===== src/rtl/crc_frame_ctrl.sv =====
// Frame sequencer for a serial LSB-first CRC engine: buffers bytes, serializes them
// into the engine, collects the serial CRC and mirrors the whole bit stream on tx.
module crc_frame_ctrl #(
  parameter int DATA_WIDTH    = 8,
  parameter int DRAIN_TIMEOUT = 12
) (
  input  logic                  clk,
  input  logic                  rst,
  input  logic [DATA_WIDTH-1:0] in_data,
  input  logic                  in_last,
  input  logic                  in_valid,
  output logic                  in_ready,
  output logic                  crc_rst_n,
  output logic                  crc_data,
  output logic                  crc_active,
  input  logic                  crc_bit,
  input  logic                  crc_valid,
  output logic                  tx_bit,
  output logic                  tx_valid,
  output logic                  tx_crc,
  output logic [DATA_WIDTH-1:0] crc_out,
  output logic                  done,
  output logic                  err,
  output logic                  busy
);

  localparam int KW = $clog2(DATA_WIDTH);
  localparam int TW = $clog2(DRAIN_TIMEOUT);
  localparam int CW = DATA_WIDTH - 1;
  localparam logic [KW-1:0] K_LAST = KW'(DATA_WIDTH - 1);
  localparam logic [TW-1:0] T_LAST = TW'(DRAIN_TIMEOUT - 1);

  localparam logic [2:0] IDLE  = 3'd0;
  localparam logic [2:0] SEED  = 3'd1;
  localparam logic [2:0] SHIFT = 3'd2;
  localparam logic [2:0] DRAIN = 3'd3;
  localparam logic [2:0] DONE  = 3'd4;
  localparam logic [2:0] ERR   = 3'd5;

  logic [2:0]            state, state_nxt;
  logic                  hold_full, hold_last, last_seen, cur_last;
  logic [DATA_WIDTH-1:0] hold_data, shreg;
  logic [CW-1:0]         cap;
  logic [KW-1:0]         k, bit_cnt;
  logic [TW-1:0]         drain_cnt;
  logic                  accept, byte_end, reload, cap_end;

  // in_ready only looks at pre-edge hold state, so an accept never collides with a reload
  assign in_ready = !hold_full && !last_seen &&
                    (state == IDLE || state == SEED || state == SHIFT);
  assign accept   = in_valid && in_ready;
  assign byte_end = (state == SHIFT) && (k == K_LAST);
  assign reload   = byte_end && !cur_last && hold_full;
  assign cap_end  = (state == DRAIN) && crc_valid && (bit_cnt == K_LAST);

  always_comb begin
    state_nxt = state;
    case (state)
      IDLE:    if (accept) state_nxt = SEED;
      SEED:    state_nxt = SHIFT;
      SHIFT: begin
        if (byte_end) begin
          if (cur_last)       state_nxt = DRAIN;
          else if (!hold_full) state_nxt = ERR;
        end
      end
      DRAIN: begin
        if (cap_end)                   state_nxt = DONE;
        else if (drain_cnt == T_LAST)  state_nxt = ERR;
      end
      DONE:    state_nxt = IDLE;
      ERR:     state_nxt = IDLE;
      default: state_nxt = IDLE;
    endcase
  end

  always_ff @(posedge clk or negedge rst) begin
    if (!rst) begin
      state     <= IDLE;
      crc_rst_n <= 1'b0;
      hold_full <= 1'b0;
      hold_last <= 1'b0;
      cur_last  <= 1'b0;
      last_seen <= 1'b0;
      k         <= '0;
      bit_cnt   <= '0;
      drain_cnt <= '0;
      crc_out   <= '0;
    end else begin
      state     <= state_nxt;
      crc_rst_n <= (state_nxt != SEED);

      if (accept)
        hold_full <= 1'b1;
      else if (state == SEED || reload || state == ERR)
        hold_full <= 1'b0;
      if (accept)
        hold_last <= in_last;
      if (state == SEED || reload)
        cur_last <= hold_last;

      if (state == DONE || state == ERR)
        last_seen <= 1'b0;
      else if (accept && in_last)
        last_seen <= 1'b1;

      if (state == SHIFT)
        k <= byte_end ? '0 : k + 1'b1;
      else
        k <= '0;

      if (state == DRAIN) begin
        drain_cnt <= drain_cnt + 1'b1;
        if (crc_valid)
          bit_cnt <= bit_cnt + 1'b1;
      end else begin
        drain_cnt <= '0;
        bit_cnt   <= '0;
      end

      if (cap_end)
        crc_out <= {crc_bit, cap};
    end
  end

  // Datapath registers carry no reset; control flags decide when they are meaningful
  always_ff @(posedge clk) begin
    if (accept)
      hold_data <= in_data;
    if (state == SEED || reload)
      shreg <= hold_data;
    else if (state == SHIFT)
      shreg <= shreg >> 1;
    if (state == DRAIN && crc_valid)
      cap <= (cap >> 1) | (CW'(crc_bit) << (CW - 1));
  end

  assign crc_active = (state == SHIFT);
  assign crc_data   = (state == SHIFT) && shreg[0];
  assign tx_valid   = (state == SHIFT) || ((state == DRAIN) && crc_valid);
  assign tx_bit     = (state == SHIFT) ? shreg[0] : ((state == DRAIN) && crc_bit);
  assign tx_crc     = (state == DRAIN);
  assign done       = (state == DONE);
  assign err        = (state == ERR);
  assign busy       = (state != IDLE);

endmodule


===== config.mk =====
export PLATFORM = sky130hd
export DESIGN_NAME = crc_frame_ctrl
export DESIGN_NICKNAME = d
export VERILOG_FILES = /design/src/rtl/crc_frame_ctrl.sv
export SDC_FILE = /design/constraint.sdc
export NUM_CORES = 1
export LEC_CHECK = 0
export ABC_AREA = 1
export CAP_MARGIN = 30
export CORE_ASPECT_RATIO = 0.9
export CORE_MARGIN = 2
export CORE_UTILIZATION = 47
export CTS_CLUSTER_DIAMETER = 150
export CTS_CLUSTER_SIZE = 30
export DETAILED_ROUTE_END_ITERATION = 10
export PLACE_DENSITY = 0.7
export SLEW_MARGIN = 15
export SYNTH_ARGS = -nofsm -noshare
export SYNTH_HDL_FRONTEND = slang
export SYNTH_SLANG_ARGS = --single-unit

===== constraint.sdc =====
create_clock -name clk -period 2.48 [get_ports clk]
set_input_delay 0.744 -clock clk [delete_from_list [all_inputs] [get_ports clk]]
set_output_delay 0.744 -clock clk [all_outputs]
set_load 0.01 [all_outputs]

==> impl_metrics.csv, run 1 <==
group,metric,value,unit
sta,timing.fmax,412,MHz
synthesis,synth-edff-count,23,
sta,tightest_slew,390,ps
synthesis,yosys_register_bits,49,
worst_setup_path,cp.required,1740,ps
cells_and_area,fin_area,2690,um^2
worst_setup_path,rr_worst_depth,6,
floorplanning,coreArea,4400,um^2
synthesis,synth_warnings,0,
job,maxCapViolCount,0,
floorplanning,start_util,48.3,%
route,viasPerCell,4.57,
global_routing,grtUsageTotal,15.8,%
route,drc,0,
worst_setup_path,critPathTopFamily,"buffers and inverters",
route,avgRoutedWirePerCell,12.1,um
sta,hold_viol_final,0,
cells_and_area,nNetsFinal,249,
synthesis,synth.distinct_cells,30,
placement,dpl-instance-area,2510,um^2
outcome,status,"completed",
synthesis,yosysSeqAreaShare,63.1,%
worst_setup_path,cp_max_fo,6,
sta,min_period_over_period,97.8,%
synthesis,syn_area,2130,um^2
synthesis,synthArstFlopShare,53.1,%
route,first_iter_violations,108,
worst_setup_path,cpMaxStageDelayCell,"clkdlybuf4s50_1",
sta,max_slew_margin,73.9,%
route,first_pass_iters,4,
sta,skew,7.92,ps
worst_setup_path,crit_buf_inv,2,
cts,tritoncts,"built",
placement,place_congestion,0.749,
worst_setup_path,worst-setup-path-type,"reg -> out",
global_routing,grt_pass1_wl,5.87,mm
worst_hold_path,min_from,"k[0]",
sta,fin_ws,54.1,ps
synthesis,syn_avg_cell_area,11.4,um^2
sta,slew_violations,0,
placement,place_ws,-303,ps
floorplanning,ios,32,
floorplanning,die_h,67.8,um
cts,clk_latency,300,ps
worst_setup_path,worstPathCellList,"buf_4, nor3_1, clkdlybuf4s50_1",
floorplanning,die_width,74.9,um
placement,portBuffers,31,
worst_hold_path,hold_path.class,"reg -> reg",
global_routing,antenna_found_initial,0,
worst_setup_path,r2r-end,"shreg[2]",
route,vias,1338,
cts,htree_levels,2,
worst_hold_path,holdPathStages,1,
sta,finalCriticalPeriod,2430,ps
cts,max-clock-path-buffers,2,
worst_setup_path,rr_startpoint,"k[0]",
sta,final-setup-viol-count,0,
cts,clk_pin_slew,80,ps
worst_setup_path,cpPeakStageDelay,570,ps
synthesis,yosys_most_used_dff,"dfrtp_1",
cells_and_area,antenna_cells,0,
cts,cts_made_buffers,5,
worst_setup_path,startpoint_type,"flip-flop",
worst_setup_path,crit_path_end_kind,"output pin",
cts,clock_sinks,49,
global_routing,grt_start_max_net_pins,27,
cells_and_area,stdcell_count,293,
cts,ctsHoldBuffers,0,
power_and_ir_drop,p_per_area,545,nW/um^2
floorplanning,die_area,5080,um^2
worst_hold_path,hold_end,"k[0]",
global_routing,overflow,0,
route,finalWirelength,3.55,mm
synthesis,synth_nets,206,
cells_and_area,drive_above_1_share,19.9,%
cts,cts_root_buf,"clkbuf_8",
cells_and_area,syn_to_final_growth,26.3,%
global_routing,grt_pass1_vias,1228,
worst_setup_path,cp.arrival,1680,ps
route,final_antenna_net_count,0,
power_and_ir_drop,leakagePower,1.26,nW
placement,hpwl,2.49,mm
placement,place_inst,282,
sta,tns,0,ps
worst_setup_path,reg2reg_slack,670,ps
floorplanning,fp-row-count,23,
power_and_ir_drop,peakVddDrop,420,uV
synthesis,synthCells,187,
-- layout make-up --
class	count	area, um^2
repair buffers	41	409
multi-input cells	109	642
flip-flops and latches	49	1350
fillers	356	1720
inverters	24	92.6
clock buffers	6	82.6
clock inverters	2	37.5
well taps	62	77.6
-- cells by family after synthesis --
| logic type | count (synthesis) | synth area share, % |
|---|---|---|
| compound gates | 17 | 4.47 |
| simple gates | 86 | 22.2 |
| xor+xnor | 1 | 0.412 |
| fa+ha+maj | 5 | 2.94 |
| buf+inv | 29 | 6.88 |
| flops | 49 | 63.1 |
-- state kept, by name, summed over array words and instances, names as in the netlist --
register and count:
bit_cnt 3, cap 7, crc_out 8, crc_rst_n 1, cur_last 1, drain_cnt 4, hold_data 8, hold_full 1
hold_last 1, k 3, last_seen 1, shreg 8, state 3
-- worst max-delay path by stage --
stage | startpoint | endpoint | slack (ps) | cells after the start
after floorplan | crc_valid | tx_valid | 460 | 4
after global placement | crc_valid | tx_valid | -290 | 6
after detailed placement | crc_valid | tx_valid | -300 | 6
after CTS | crc_valid | tx_valid | 1 | 6
after global routing | state[0] | done | -0.6 | 3
final | state[0] | done | 50 | 3
-- metrics by stage --
step	utilization (%)	total power [mW]	hold WS [ps]
after floorplan	-	0.865	418
after detailed placement	57.1	0.899	432
after CTS	59.9	1.48	451
after global routing	61.0	1.52	464
after global placement	57.1	0.898	435
final	61.0	1.46	452
-- synth_stat cells, types with 2 or more instances --
master,number,area (um^2)
nand3_4,2,35.0
o21ai_1,10,50.1
ha_1,5,62.6
nand2_1,42,158
nor2_1,11,41.3
nand3_2,9,90.1
nor3_1,3,15.0
a21oi_1,3,15.0
inv_2,2,7.51
dfrtp_1,26,651
buf_4,3,22.5
nand3_1,11,55.1
edfxtp_1,23,691
nand2_4,2,22.5
inv_1,20,75.1
-- timing repair --
action	CTS	global route
gates resized for setup	7	7
endpoints found under the setup margin	5	5
pin swaps	0	1
setup buffers	0	3
-- report_power, final --
group          switching [mW]  internal, mW  leakage (nW)  total [mW]
sequential                  0         0.846         0.523       0.846
combinational          0.0135        0.0208         0.678      0.0343
clock                   0.256         0.328        0.0574       0.584
total                   0.270          1.19          1.26        1.46
-- layout by cell type, fill, tap and decap left out, types with 4 or more instances in the layout --
cell type	instances
buf_4	9
clkbuf_8	6
clkdlybuf4s50_1	25
dfrtp_1	23
dlymetal6s2s_1	4
edfxtp_1	23
ha_1	5
inv_1	19
nand2_1	42
nand3_1	11
nand3_2	9
nor2_1	10
o21ai_1	10
-- per-layer routing --
| metal | wire length (um) | part of all wire, % | vias to the layer above | track usage (%) |
|---|---|---|---|---|
| met3 | 113 | 3.2 | 7 | 4.71 |
| li1 | - | - | 698 | - |
| met4 | 50 | 1.4 | 0 | 5.36 |
| met2 | 1640 | 46 | 26 | 23.0 |
| met5 | 0 | 0 | - | 0 |
| met1 | 1750 | 49 | 607 | 22.6 |
Power figures use the tool's default switching activity.
==> run 2: changes to the inputs <==
--- a/config.mk
+++ b/config.mk
@@ -14,6 +14,7 @@
 export CTS_CLUSTER_SIZE = 30
 export DETAILED_ROUTE_END_ITERATION = 10
 export PLACE_DENSITY = 0.7
+export RECOVER_POWER = 50
 export SLEW_MARGIN = 15
 export SYNTH_ARGS = -nofsm -noshare
 export SYNTH_HDL_FRONTEND = slang
==> impl_metrics.csv, run 2 (same netlist as run 1, synthesis figures left out) <==
group,metric,value,unit
cts,cts_made_buffers,5,
cells_and_area,nNetsFinal,249,
sta,slew_violations,0,
job,maxCapViolCount,0,
worst_setup_path,startpoint_type,"flip-flop",
cts,max-clock-path-buffers,2,
route,final_antenna_net_count,0,
cells_and_area,multi_input_area,619,um^2
worst_setup_path,cpMaxStageDelayCell,"clkdlybuf4s50_1",
sta,hold_viol_final,0,
cells_and_area,fin_area,2640,um^2
sta,min_period_over_period,97.8,%
sta,whs,452,ps
global_routing,overflow,0,
sta,finalCriticalPeriod,2430,ps
floorplanning,die_area,5080,um^2
cts,clock_sinks,49,
cells_and_area,antenna_cells,0,
cells_and_area,reg.largest.list,"crc_out x8, hold_data x8, shreg x8",
floorplanning,die_h,67.8,um
global_routing,grt_start_max_net_pins,27,
global_routing,grtUsageTotal,15.8,%
worst_setup_path,critPathTopFamily,"buffers and inverters",
cells_and_area,fill_cells,365,
worst_setup_path,cp.required,1740,ps
placement,portBuffers,31,
sta,tightest_slew,651,ps
floorplanning,ios,32,
placement,place_inst,282,
cells_and_area,layout_commonest_cell,"nand2_1",
worst_setup_path,crit_buf_inv,2,
cells_and_area,seq_area,1340,um^2
worst_hold_path,hold_path.class,"reg -> reg",
cells_and_area,mostFrequentLayoutCells,"nand2_1 (42), dfrtp_1 (24), edfxtp_1 (23)",
route,avgRoutedWirePerCell,12.1,um
cts,clk_latency,300,ps
cts,htree_levels,2,
route,viasPerCell,4.59,
route,finalWirelength,3.54,mm
worst_setup_path,cpPeakStageDelay,570,ps
global_routing,antenna_found_initial,0,
power_and_ir_drop,leakagePower,1.25,nW
worst_setup_path,crit_path_end_kind,"output pin",
sta,skew,6.39,ps
worst_setup_path,cp.arrival,1680,ps
cts,tritoncts,"built",
worst_hold_path,holdPathStages,1,
worst_setup_path,cp.depth,3,
floorplanning,start_util,48.3,%
route,first_iter_violations,94,
worst_setup_path,cp_max_fo,6,
placement,place_congestion,0.749,
floorplanning,coreArea,4400,um^2
cts,cts_root_buf,"clkbuf_8",
worst_setup_path,worstPathCellList,"buf_4, nor3_1, clkdlybuf4s50_1",
worst_setup_path,rr_worst_depth,7,
route,vias,1345,
floorplanning,die_width,74.9,um
sta,max_slew_margin,56.5,%
outcome,status,"completed",
power_and_ir_drop,p_per_area,553,nW/um^2
cells_and_area,syn_to_final_growth,24.1,%
power_and_ir_drop,total_power,1.46,mW
worst_setup_path,reg2reg_slack,430,ps
sta,timing.fmax,412,MHz
floorplanning,fp-row-count,23,
placement,hpwl,2.49,mm
sta,final-setup-viol-count,0,
placement,dpl-instance-area,2510,um^2
global_routing,grt_pass1_wl,5.87,mm
worst_setup_path,worst-setup-path-type,"reg -> out",
power_and_ir_drop,peakVddDrop,418,uV
route,first_pass_iters,4,
cells_and_area,stdcell_count,293,
cells_and_area,drive_above_1_share,16.9,%
cts,clk_pin_slew,80,ps
route,drc,0,
global_routing,grt_pass1_vias,1228,
-- run 2: path summary, 6_finish.rpt --
path / startpoint / end
max: state[0] / done
min: k[0] / k[0]
max reg2reg: state[2] / state[2]
min reg2reg: k[0] / k[0]
max in group asynchronous: rst / state[0]
min in group asynchronous: rst / crc_out[6]
-- run 2: power by group --
group / internal [mW] / switching (mW)
clock: 0.328 / 0.255
combinational: 0.0176 / 0.0130
sequential: 0.846 / 0
-- run 2: final cells by class --
class / count / share of cell area (%)
Timing Repair Buffer: 41 / 14.6
Clock buffer: 6 / 3.13
Sequential cell: 49 / 50.9
Multi-Input combinational cell: 109 / 23.5
Clock inverter: 2 / 1.42
Tap cell: 62 / 2.94
Inverter: 24 / 3.51
-- run 2: layer usage --
layer  GRT usage, %  up-vias  share of wire [%]
met5              0        -                  0
met4           5.36        0                1.4
met3           4.71        7                3.6
met2           23.0       26                 47
met1           22.6      613                 48
li1               -      699                  -
-- run 2: per-stage QoR --
stage	utilization (%)	setup WS [ps]	TNS, ps
floorplan	-	456	0
global placement	57.1	-292	-485
detailed placement	57.1	-303	-531
CTS	59.9	1.32	0
global route	59.9	-0.569	-0.569
finish	59.9	54.1	0
-- run 2: timing repair --
action	in CTS	in global routing
endpoints found under the setup margin	5	5
pin swaps	0	1
resized for setup	7	7
endpoints found under the hold margin	0	0
setup buffers	0	3
hold buffers	0	0
==> run 3: changes to the inputs <==
--- a/config.mk
+++ b/config.mk
@@ -15,7 +15,6 @@
 export DETAILED_ROUTE_END_ITERATION = 10
 export PLACE_DENSITY = 0.7
 export RECOVER_POWER = 50
-export SLEW_MARGIN = 15
 export SYNTH_ARGS = -nofsm -noshare
 export SYNTH_HDL_FRONTEND = slang
 export SYNTH_SLANG_ARGS = --single-unit
==> results of run 3 <==
Same layout as run 2: the final DEF is identical, and so are final timing and power.
